--- src/rtl/line_follow_ctrl.sv ---
// line_follow_ctrl: per-frame acquire/track/hold/search steering controller.
// One signed multiplier is time-shared between the P and D terms.
module line_follow_ctrl #(
  parameter int IMG_W = 640,
  parameter logic signed [7:0] KP = 8'sd16,
  parameter logic signed [7:0] KD = 8'sd0,
  parameter int STEER_W = 12,
  parameter int ACQUIRE_FRAMES = 3,
  parameter int LOST_FRAMES = 8,
  parameter int SEARCH_STEER = 512
) (
  input  logic                      clk,
  input  logic                      rst,
  input  logic [$clog2(IMG_W)-1:0]  centroid_x,
  input  logic                      line_valid,
  input  logic                      line_lost,
  output logic signed [STEER_W-1:0] steer_out,
  output logic                      steer_valid,
  output logic [1:0]                mode,
  output logic                      motor_en,
  output logic                      busy,
  output logic                      overrun
);
  localparam int X_W = $clog2(IMG_W);
  localparam int E_W = X_W + 1;
  localparam int D_W = X_W + 2;
  localparam int P_W = 8 + D_W;
  localparam int S_W = X_W + 11;
  localparam int AW  = $clog2(ACQUIRE_FRAMES + 1);
  localparam int LW  = $clog2(LOST_FRAMES + 1);

  localparam logic [AW-1:0] ACQ_N  = AW'(ACQUIRE_FRAMES);
  localparam logic [LW-1:0] LOST_N = LW'(LOST_FRAMES);
  localparam logic signed [E_W-1:0] CX = E_W'(IMG_W / 2);
  localparam logic signed [S_W-1:0] SAT_P =
    S_W'((1 << (STEER_W - 1)) - 1);
  localparam logic signed [S_W-1:0] SAT_N = -SAT_P;
  localparam logic signed [STEER_W-1:0] SRCH =
    STEER_W'(SEARCH_STEER);

  typedef enum logic [1:0] {
    ST_ACQ  = 2'd0,
    ST_TRK  = 2'd1,
    ST_HOLD = 2'd2,
    ST_SRCH = 2'd3
  } state_t;

  state_t                     r_state;
  state_t                     r_mode;
  logic [AW-1:0]              r_acq;
  logic [LW-1:0]              r_lost;
  logic signed [E_W-1:0]      r_prev;
  logic signed [E_W-1:0]      r_err;
  logic signed [D_W-1:0]      r_d;
  logic [2:0]                 r_stg;
  logic signed [S_W-1:0]      r_acc;
  logic signed [STEER_W-1:0]  r_steer;
  logic                       r_sv;
  logic                       r_men;
  logic                       r_busy;
  logic                       r_ovr;

  state_t                     w_state_nxt;
  logic [AW-1:0]              w_acq_nxt;
  logic [LW-1:0]              w_lost_nxt;
  logic                       w_zero_d;
  logic                       w_accept;
  logic signed [E_W-1:0]      w_err;
  logic signed [D_W-1:0]      w_d;
  logic signed [7:0]          w_mul_a;
  logic signed [D_W-1:0]      w_mul_b;
  logic signed [P_W-1:0]      w_prod;
  logic signed [S_W-1:0]      w_shift;
  logic signed [STEER_W-1:0]  w_pd;
  logic signed [STEER_W-1:0]  w_steer_nxt;

  assign w_accept = line_valid & ~r_busy;
  assign w_err    = $signed({1'b0, centroid_x}) - CX;
  assign w_d      = w_zero_d ? '0
                  : D_W'(w_err) - D_W'(r_prev);

  // Mode FSM: the transition is fixed at the accept cycle
  always_comb begin
    w_state_nxt = r_state;
    w_acq_nxt   = r_acq;
    w_lost_nxt  = r_lost;
    w_zero_d    = 1'b0;
    if (w_accept) begin
      unique case (r_state)
        ST_ACQ: begin
          if (line_lost) begin
            w_acq_nxt = '0;
          end else if (r_acq + 1'b1 == ACQ_N) begin
            w_state_nxt = ST_TRK;
            w_acq_nxt   = '0;
            w_zero_d    = 1'b1;
          end else begin
            w_acq_nxt = r_acq + 1'b1;
          end
        end
        ST_TRK: begin
          if (line_lost) begin
            if (LOST_N == LW'(1)) begin
              w_state_nxt = ST_SRCH;
              w_lost_nxt  = '0;
            end else begin
              w_state_nxt = ST_HOLD;
              w_lost_nxt  = LW'(1);
            end
          end
        end
        ST_HOLD: begin
          if (!line_lost) begin
            w_state_nxt = ST_TRK;
            w_lost_nxt  = '0;
          end else if (r_lost + 1'b1 == LOST_N) begin
            w_state_nxt = ST_SRCH;
            w_lost_nxt  = '0;
          end else begin
            w_lost_nxt = r_lost + 1'b1;
          end
        end
        ST_SRCH: begin
          if (!line_lost) begin
            if (ACQ_N == AW'(1)) begin
              w_state_nxt = ST_TRK;
              w_zero_d    = 1'b1;
            end else begin
              w_state_nxt = ST_ACQ;
              w_acq_nxt   = AW'(1);
            end
          end
        end
      endcase
    end
  end

  assign w_mul_a = (r_stg == 3'd1) ? KP : KD;
  assign w_mul_b = (r_stg == 3'd1) ? D_W'(r_err) : r_d;
  assign w_prod  = w_mul_a * w_mul_b;
  assign w_shift = r_acc >>> 4;

  always_comb begin
    w_pd = w_shift[STEER_W-1:0];
    if (w_shift > SAT_P) begin
      w_pd = SAT_P[STEER_W-1:0];
    end else if (w_shift < SAT_N) begin
      w_pd = SAT_N[STEER_W-1:0];
    end
  end

  always_comb begin
    w_steer_nxt = '0;
    unique case (r_state)
      ST_ACQ:  w_steer_nxt = '0;
      ST_TRK:  w_steer_nxt = w_pd;
      ST_HOLD: w_steer_nxt = r_steer;
      ST_SRCH: w_steer_nxt = r_prev[E_W-1] ? -SRCH : SRCH;
    endcase
  end

  always_ff @(posedge clk) begin
    if (rst) begin
      r_state <= ST_ACQ;
      r_mode  <= ST_ACQ;
      r_acq   <= '0;
      r_lost  <= '0;
      r_prev  <= '0;
      r_err   <= '0;
      r_d     <= '0;
      r_stg   <= '0;
      r_acc   <= '0;
      r_steer <= '0;
      r_sv    <= 1'b0;
      r_men   <= 1'b0;
      r_busy  <= 1'b0;
      r_ovr   <= 1'b0;
    end else begin
      r_state <= w_state_nxt;
      r_acq   <= w_acq_nxt;
      r_lost  <= w_lost_nxt;
      r_sv    <= 1'b0;
      if (line_valid && r_busy) begin
        r_ovr <= 1'b1;
      end
      if (w_accept) begin
        r_busy <= 1'b1;
        r_stg  <= 3'd1;
        r_err  <= w_err;
        r_d    <= w_d;
        if (!line_lost) begin
          r_prev <= w_err;
        end
      end else if (r_busy) begin
        r_stg <= r_stg + 3'd1;
        case (r_stg)
          3'd1: r_acc <= S_W'(w_prod);
          3'd2: r_acc <= r_acc + S_W'(w_prod);
          3'd3: begin
            r_steer <= w_steer_nxt;
            r_mode  <= r_state;
            r_men   <= (r_state == ST_TRK) ||
                       (r_state == ST_HOLD);
            r_sv    <= 1'b1;
          end
          default: begin
            r_busy <= 1'b0;
            r_stg  <= '0;
          end
        endcase
      end
    end
  end

  assign steer_out   = r_steer;
  assign steer_valid = r_sv;
  assign mode        = r_mode;
  assign motor_en    = r_men;
  assign busy        = r_busy;
  assign overrun     = r_ovr;

endmodule

--- config.mk ---
export PLATFORM = sky130hd
export DESIGN_NAME = line_follow_ctrl
export DESIGN_NICKNAME = d
export VERILOG_FILES = /design/src/rtl/line_follow_ctrl.sv
export SDC_FILE = /design/constraint.sdc
export NUM_CORES = 1
export LEC_CHECK = 0
export BUFFER_PORTS_ARGS = -buffer_cell sky130_fd_sc_hd__buf_2
export CORE_UTILIZATION = 53
export DETAILED_ROUTE_END_ITERATION = 8
export HOLD_SLACK_MARGIN = 0.03
export PLACE_DENSITY = 0.78
export SLEW_MARGIN = 20
export SYNTH_ARGS = -nofsm -noshare
export SYNTH_HDL_FRONTEND = slang
export SYNTH_SLANG_ARGS = --single-unit
export TNS_END_PERCENT = 100
--- constraint.sdc ---
create_clock -name clk -period 2.8 [get_ports clk]
set_input_delay 0.28 -clock clk [delete_from_list [all_inputs] [get_ports clk]]
set_output_delay 0.28 -clock clk [all_outputs]
set_load 0.005 [all_outputs]
==> results by group, run 1 <==
Outcome
  – Outcome: complete, but fails checks
  – Violated checks: setup timing

Placed design
  – Port bufs: 31
  – Dpl hpwl: 6.32 mm
  – # placed instances: 543
  – DP Area: 3770 um2
  – Gp weighted congestion: 0.927

Drt
  – Vias per inst: 6.11
  – Iteration-0 DRC Markers: 238
  – Routed Antenna Nets: 0
  – Routed via count: 3441
  – Drt total wl: 9.25 mm
  – Drt drc: 0
  – Wire length per cell: 16.4 um
  – Pre-antenna DRT Iters: 5

Synthesis
  – Most common cell in the netlist: dfxtp_1
  – Syn Area/Cell: 7.81 um2
  – Area share of the largest cell type after synthesis: 0.334
  – Seq/Total Area, Yosys: 0.334
  – Synthesis Warnings: 0
  – Async SR Flop Fraction: 0
  – FF+latch count, synth: 58
  – Mapped Area: 3470 um2
  – Cell variety after synth: 45
  – Top cells by area, synth: dfxtp_1 33%, ha_1 10%, a21oi_1 7.3%, nand2_1 5.7%, nor2_1 4.0%
  – Cells after Synth: 445
  – Synth top cells by count: 58 x dfxtp_1, 53 x nand2_1, 51 x a21oi_1
  – Syn Nets: 488
  – Number of enable flip-flop cells after synthesis: 0
  – Cell taking the most area after synthesis: dfxtp_1
  – Ys flop type: dfxtp_1

STA
  – Post-layout min period: 2860 ps
  – Final WS setup: -64.4 ps
  – RSZ-0062 raised after global routing: true
  – Hold slack final: 153 ps
  – Fin. Hold Viols: 0
  – Clk_skew: 13.6 ps
  – Max Clock Freq: 0.349 GHz
  – Setup violators final: 2
  – Part of the cycle the worst path needs: 1.02
  – Max-slew violations: 0
  – Slew headroom: 0.480
  – Slew @ Worst Pin: 780 ps

Layout
  – Final nets: 524
  – Area growth syn-to-layout: 21.1%
  – Antenna diodes: 0
  – Final cell area excluding filler cells: 4210 um2
  – End-of-flow core utilization: 0.663
  – Layout Cells excl Fill: 563
  – Filler cells: 519
  – Layout cell share with drive strength beyond 1: 0.228

Clock tree
  – Root Driver: clkbuf_8
  – Num CTS Buffers: 9
  – Bufs on Longest Clock Path: 2
  – H-tree level count: 3
  – CTS tree: done
  – Hold buffers post-CTS: 0
  – Clock-pin slew of the registers on the worst-case setup and hold paths: 70 ps
  – Sink Count: 58
  – Clock insertion delay at the later pin of the skew report: 350 ps

GRT
  – First-pass GRT wire length: 14.9 mm
  – Total GRT Usage: 0.265
  – Total grt overflow: 0
  – Pin count of the biggest net entering global routing: 44
  – Initial antenna violation count: 0
  – Vias in the first global route: 3427

Hold path
  – Hold Crit Class: input port to flop
  – Min-Delay Path Depth: 2

Power and ir drop
  – Total power: 1.99 mW
  – Power Density: 474 nW/um2
  – Peak supply drop: 0.000407 V
  – Pleak: 1.76 nW

Setup path
  – Worst endpoint required time: 3040 ps
  – R2R depth: 14
  – CP arrival: 3110 ps
  – Crit path kind: flop to flop
  – Setup crit end kind: flop
  – CP Max Fanout: 5
  – Crit path launch type: flop

Job
  – Max cap viols: 0

Floorplan
  – IO Count: 32
  – Die H: 83.0 um
  – Core footprint: 6350 um2
  – Die Area: 6880 um2
  – Num rows: 29
  – Die Width: 83.0 um
  – Initial Util: 0.547
[layout by cell type (no fill, tap or decap), types with 8 or more instances in the layout]
| cell type | count |
|---|---|
| dfxtp_1 | 56 |
| nand3_1 | 9 |
| xnor2_1 | 10 |
| inv_1 | 16 |
| clkbuf_8 | 10 |
| buf_4 | 19 |
| o21ai_0 | 25 |
| nand2_1 | 53 |
| and2_1 | 11 |
| ha_1 | 22 |
| nor2_1 | 36 |
| a221oi_1 | 8 |
| a21o_1 | 9 |
| buf_2 | 31 |
| a21oi_1 | 46 |
| nor3_1 | 21 |
[flip-flops by register name (all words and copies together) (netlist names)]
register and cells:
overrun 1, steer_valid 1, busy 1, r_prev 1, mode 2, r_acc 17, r_err 11, r_state 2
motor_en 1, r_acq 2, r_stg 3, steer_out 12, r_lost 4
[power by group]
part | switching, mW | total, mW | internal [mW]
clock | 0.346 | 0.868 | 0.522
sequential | 0.0331 | 0.885 | 0.852
combinational | 0.145 | 0.241 | 0.0965
[logic make-up after synthesis]
| logic type | Yosys count | synth area share |
|---|---|---|
| buf+inv | 46 | 0.0497 |
| xor+xnor | 18 | 0.0454 |
| mux | 2 | 0.00612 |
| compound gates | 136 | 0.251 |
| fa+ha+maj | 29 | 0.107 |
| simple gates | 156 | 0.206 |
| flops | 58 | 0.334 |
[worst max-delay path: stages, from the launching register on]
cell and delay, ps:
dfxtp_2 330, inv_2 70, ha_4 140, nor2b_4 210, and2_4 180, ha_4 140, inv_4 30, fa_2 370
nor2b_4 160, o2111ai_4 150, a31oi_4 330, and2_4 200, o21ai_2 50, a2bb2oi_2 140, o31ai_1 250
[metrics by stage]
step | worst slack [ps] | TNS (ps)
after global routing | -162 | -646
final | -64.4 | -77.5
after detailed placement | -52.3 | -114
after floorplan | 12.9 | 0
after global placement | 29.0 | 0
after CTS | 3.83 | 0
[path summary, 6_finish.rpt]
check                                    from           end  slack, ps
worst max-delay path                 r_stg[1]     r_acc[20]        -60
worst min-delay path            centroid_x[6]      r_err[6]        150
worst max register to register       r_stg[1]     r_acc[20]        -60
worst min register to register   steer_out[3]  steer_out[3]        450
[routing by layer]
layer / vias to the layer above / global-route usage / wire length [um]
met2: 137 / 0.449 / 4570
li1: 1656 / - / -
met3: 34 / 0.0666 / 541
met4: 0 / 0.141 / 333
met1: 1614 / 0.306 / 3800
met5: - / 0 / 0
[area by class of cell]
type / count / area (um2) / area share
clock buffers: 11 / 141 / 0.0336
clock inverters: 5 / 77.6 / 0.0184
inverters: 18 / 70.1 / 0.0167
multi-input cells: 341 / 2330 / 0.553
flip-flops and latches: 58 / 1160 / 0.277
well taps: 77 / 96.3 / 0.0229
repair buffers: 53 / 332 / 0.0788
[timing repair]
action	4_1_cts	5_1_grt
pin swaps	1	21
gates resized for setup	2	38
setup endpoints to repair	5	11
buffers inserted	0	4
Note: power is estimated with default switching activity, not from simulation.
==> inputs of run 2 (changes only) <==
--- a/config.mk
+++ b/config.mk
@@ -5,11 +5,13 @@
 export SDC_FILE = /design/constraint.sdc
 export NUM_CORES = 1
 export LEC_CHECK = 0
+export ABC_AREA = 1
 export BUFFER_PORTS_ARGS = -buffer_cell sky130_fd_sc_hd__buf_2
-export CORE_UTILIZATION = 53
+export CORE_UTILIZATION = 63
 export DETAILED_ROUTE_END_ITERATION = 8
 export HOLD_SLACK_MARGIN = 0.03
-export PLACE_DENSITY = 0.78
+export PLACE_DENSITY = 0.87
+export SETUP_SLACK_MARGIN = 0.15
 export SLEW_MARGIN = 20
 export SYNTH_ARGS = -nofsm -noshare
 export SYNTH_HDL_FRONTEND = slang
==> constraint.sdc (replaced) <==
create_clock -name clk -period 3.7 [get_ports clk]
set_input_delay 0.37 -clock clk [delete_from_list [all_inputs] [get_ports clk]]
set_output_delay 0.37 -clock clk [all_outputs]
set_load 0.005 [all_outputs]
==> results by group, run 2 <==
GRT
  – Busiest grt layer: met2
  – Initial antenna violation count: 0 (unchanged)
  – Vias in the first global route: 3287 (-4.1%)
  – First-pass GRT wire length: 14.6 mm (-2.3%)
  – Total GRT Usage: 0.301 (+0.0359)
  – Met2 usage: 0.486 (+0.0366)
  – Total grt overflow: 0 (unchanged)
  – Pin count of the biggest net entering global routing: 29 (-34%)
  – Met3 Use GR: 0.0721 (+0.00549)
  – Grt met1 use: 0.386 (+0.0793)

STA
  – Clk_skew: 7.28 ps (-6.30 ps)
  – Max Clock Freq: 0.389 GHz (+11%)
  – Setup violators final: 0 (-2)
  – Slew @ Worst Pin: 806 ps (+25.8 ps)
  – Post-route setup TNS: 0 ps (+77.5 ps)
  – Slew headroom: 0.462 (-0.0178)
  – RSZ-0062 raised after global routing: false
  – Fin. Hold Viols: 0 (unchanged)
  – Max-slew violations: 0 (unchanged)
  – Part of the cycle the worst path needs: 0.696 (-0.327)
  – Post-layout min period: 2570 ps (-290 ps)

Synthesis
  – Seq/Total Area, Yosys: 0.315 (-0.0191)
  – Syn Nets: 574 (+18%)
  – Synth top cells by count: 116 x nand2_1, 67 x inv_1, 64 x a21oi_1
  – Number of enable flip-flop cells after synthesis: 0 (unchanged)
  – Most common cell in the netlist: nand2_1
  – Async SR Flop Fraction: 0 (unchanged)
  – Mapped Area: 3680 um2 (+6.1%)
  – Cell variety after synth: 41 (-8.9%)
  – FF+latch count, synth: 58 (unchanged)
  – Cell taking the most area after synthesis: dfxtp_1
  – Cells after Synth: 531 (+19%)
  – Syn Area/Cell: 6.94 um2 (-11%)
  – Area share of the largest cell type after synthesis: 0.315 (-0.0191)
  – Ys flop type: dfxtp_1
  – Synthesis Warnings: 0 (unchanged)
  – Top cells by area, synth: dfxtp_1 32%, nand2_1 12%, ha_1 9.5%, a21oi_1 8.7%, inv_1 6.8%

Drt
  – Pre-antenna DRT Iters: 5 (unchanged)
  – Drt total wl: 8.44 mm (-8.7%)
  – Routed via count: 3515 (+2.2%)
  – Wire length per cell: 13.3 um (-19%)
  – Routed Antenna Nets: 0 (unchanged)
  – Drt drc: 0 (unchanged)
  – Vias per inst: 5.54 (-9.3%)
  – Iteration-0 DRC Markers: 259 (+8.8%)

Layout
  – Layout Cells excl Fill: 634 (+13%)
  – Layout cell share with drive strength beyond 1: 0.135 (-0.0932)
  – Flip-flop count of the largest register after layout: 17 (unchanged)
  – Most frequent cells in the layout: 116 x nand2_1, 67 x inv_1, 64 x a21oi_1
  – Final nets: 600 (+15%)
  – Antenna diodes: 0 (unchanged)
  – Biggest register: r_acc
  – End-of-flow core utilization: 0.730 (+0.0669)
  – Area growth syn-to-layout: 10.4%
  – Filler cells: 444 (-14%)
  – Most common cell after layout, fill and taps aside: nand2_1
  – Final cell area excluding filler cells: 4070 um2 (-3.4%)

Setup path
  – Crit path kind: flop to flop
  – Worst endpoint required time: 3990 ps (+950 ps)
  – R2r endpoint: r_acc[20]
  – Crit-path slowest cell: dfxtp_1
  – CP Max Fanout: 13 (+8)
  – Worst R2R Setup Slack: 1130 ps (+1190 ps)
  – Reg2reg start: r_stg[0]
  – CP Cell Sequence: ha_1 -> nand2_2 -> nor2_1 -> ha_1 -> inv_1 -> fa_1 -> inv_1 -> nand3_1 -> nand2_1 -> nand2_1 -> nand2_1 -> nand2_1 -> nand2_1 -> nand2_1 -> nand2_1 -> nand2_1 -> nand3_1 -> nand2_1 -> inv_1
  – CP most frequent cell: nand2_1
  – CP bufs+invs: 3 (+1)
  – Crit path launch type: flop
  – CP peak stage delay: 390 ps (+20 ps)
  – Setup crit end kind: flop
  – CP arrival: 2870 ps (-240 ps)
  – CP delay by family, top: simple AND/OR/NAND/NOR gates
  – R2R depth: 19 (+5)

Power and ir drop
  – Power Density: 372 nW/um2 (-22%)
  – Peak supply drop: 0.000275 V (-32%)
  – Pleak: 2.00 nW (+14%)
  – Total power: 1.51 mW (-24%)

Job
  – Max cap viols: 0 (unchanged)

Floorplan
  – Die H: 78.5 um (-5.4%)
  – Die Area: 6160 um2 (-11%)
  – Num rows: 27 (-6.9%)
  – Core footprint: 5570 um2 (-12%)
  – IO Count: 32 (unchanged)
  – Initial Util: 0.661 (+0.114)
  – Die Width: 78.5 um (-5.4%)

Clock tree
  – Clock-pin slew of the registers on the worst-case setup and hold paths: 70 ps (about the same)
  – Clock insertion delay at the later pin of the skew report: 340 ps (about the same)
  – Post-CTS setup buffer count: 0 (unchanged)
  – Root Driver: clkbuf_8
  – Hold buffers post-CTS: 0 (unchanged)
  – Sink Count: 58 (unchanged)
  – H-tree level count: 3 (unchanged)
  – Num CTS Buffers: 9 (unchanged)
  – CTS tree: done
  – Bufs on Longest Clock Path: 2 (unchanged)
  – Post-CTS sizing: 0 (-2)

Hold path
  – Critical hold path startpoint: centroid_x[5]
  – Min-Delay Path Depth: 3 (+1)
  – Hold Crit Class: input port to flop
  – Hold Path Sink: r_err[5]

Placed design
  – Gp weighted congestion: 0.946 (+2.1%)
  – Dpl hpwl: 6.12 mm (-3.2%)
  – Port bufs: 31 (unchanged)
  – # placed instances: 618 (+14%)
  – DP Area: 3840 um2 (+1.7%)

Outcome
  – Outcome: finished, final reports clean
[run 2: cells by family after synthesis]
group	after synthesis	synth area share
adders and majority gates	29	0.101
xor gates and xnor gates	12	0.0285
and+or+nand+nor	217	0.269
DFF	58	0.315
buffers and inverters	95	0.107
AOI/OAI and AO/OA	120	0.179
[run 2: report_power, final]
part / switching [mW] / internal (mW) / leakage [nW] / total, mW
registers: 0.0161 / 0.647 / 0.472 / 0.663
clock network: 0.260 / 0.416 / 0.117 / 0.676
logic: 0.114 / 0.0579 / 1.41 / 0.172
[run 2: worst max path at each step]
stage	startpoint	to	slack, ps	cells past startpoint
after floorplan	r_stg[1]	r_acc[20]	1380	20
after global placement	r_stg[0]	r_acc[20]	1300	18
after detailed placement	r_stg[0]	r_acc[20]	1200	18
after CTS	r_stg[0]	r_acc[20]	1160	19
after global routing	r_stg[1]	r_acc[20]	850	20
final	r_stg[0]	r_acc[20]	1130	19
[run 2: stage by stage]
stage	worst slack [ps]	hold slack (ps)
after detailed placement	1200	444
final	1130	245
after floorplan	1380	424
after global routing	854	254
after CTS	1160	244
after global placement	1300	437
[run 2: layout make-up]
cell class                      instances  area, um2  share of cell area
Sequential cell                        58       1160               0.286
Inverter                               78        295              0.0726
Clock buffer                           12        155              0.0382
Multi-Input combinational cell        378       2130               0.523
Timing Repair Buffer                   32        163              0.0400
Clock inverter                          4       73.8              0.0182
Tap cell                               72       90.1              0.0222
[run 2: per-layer routing]
metal	up-vias	share of wire	wire length (um)
met5	-	0	0
met4	0	0.015	129
met3	15	0.054	453
met2	123	0.47	3950
met1	1600	0.46	3910
li1	1777	-	-
[run 2: worst register-to-register path, cell delays in order (launching register included)]
cell and delay, ps:
dfxtp_1 390, ha_1 180, nand2_2 170, nor2_1 190, ha_1 190, inv_1 60, fa_1 390, inv_1 70
nand3_1 60, nand2_1 120, nand2_1 60, nand2_1 120, nand2_1 90, nand2_1 90, nand2_1 60, nand2_1 70
nand2_1 50, nand3_1 80, nand2_1 60, inv_1 40
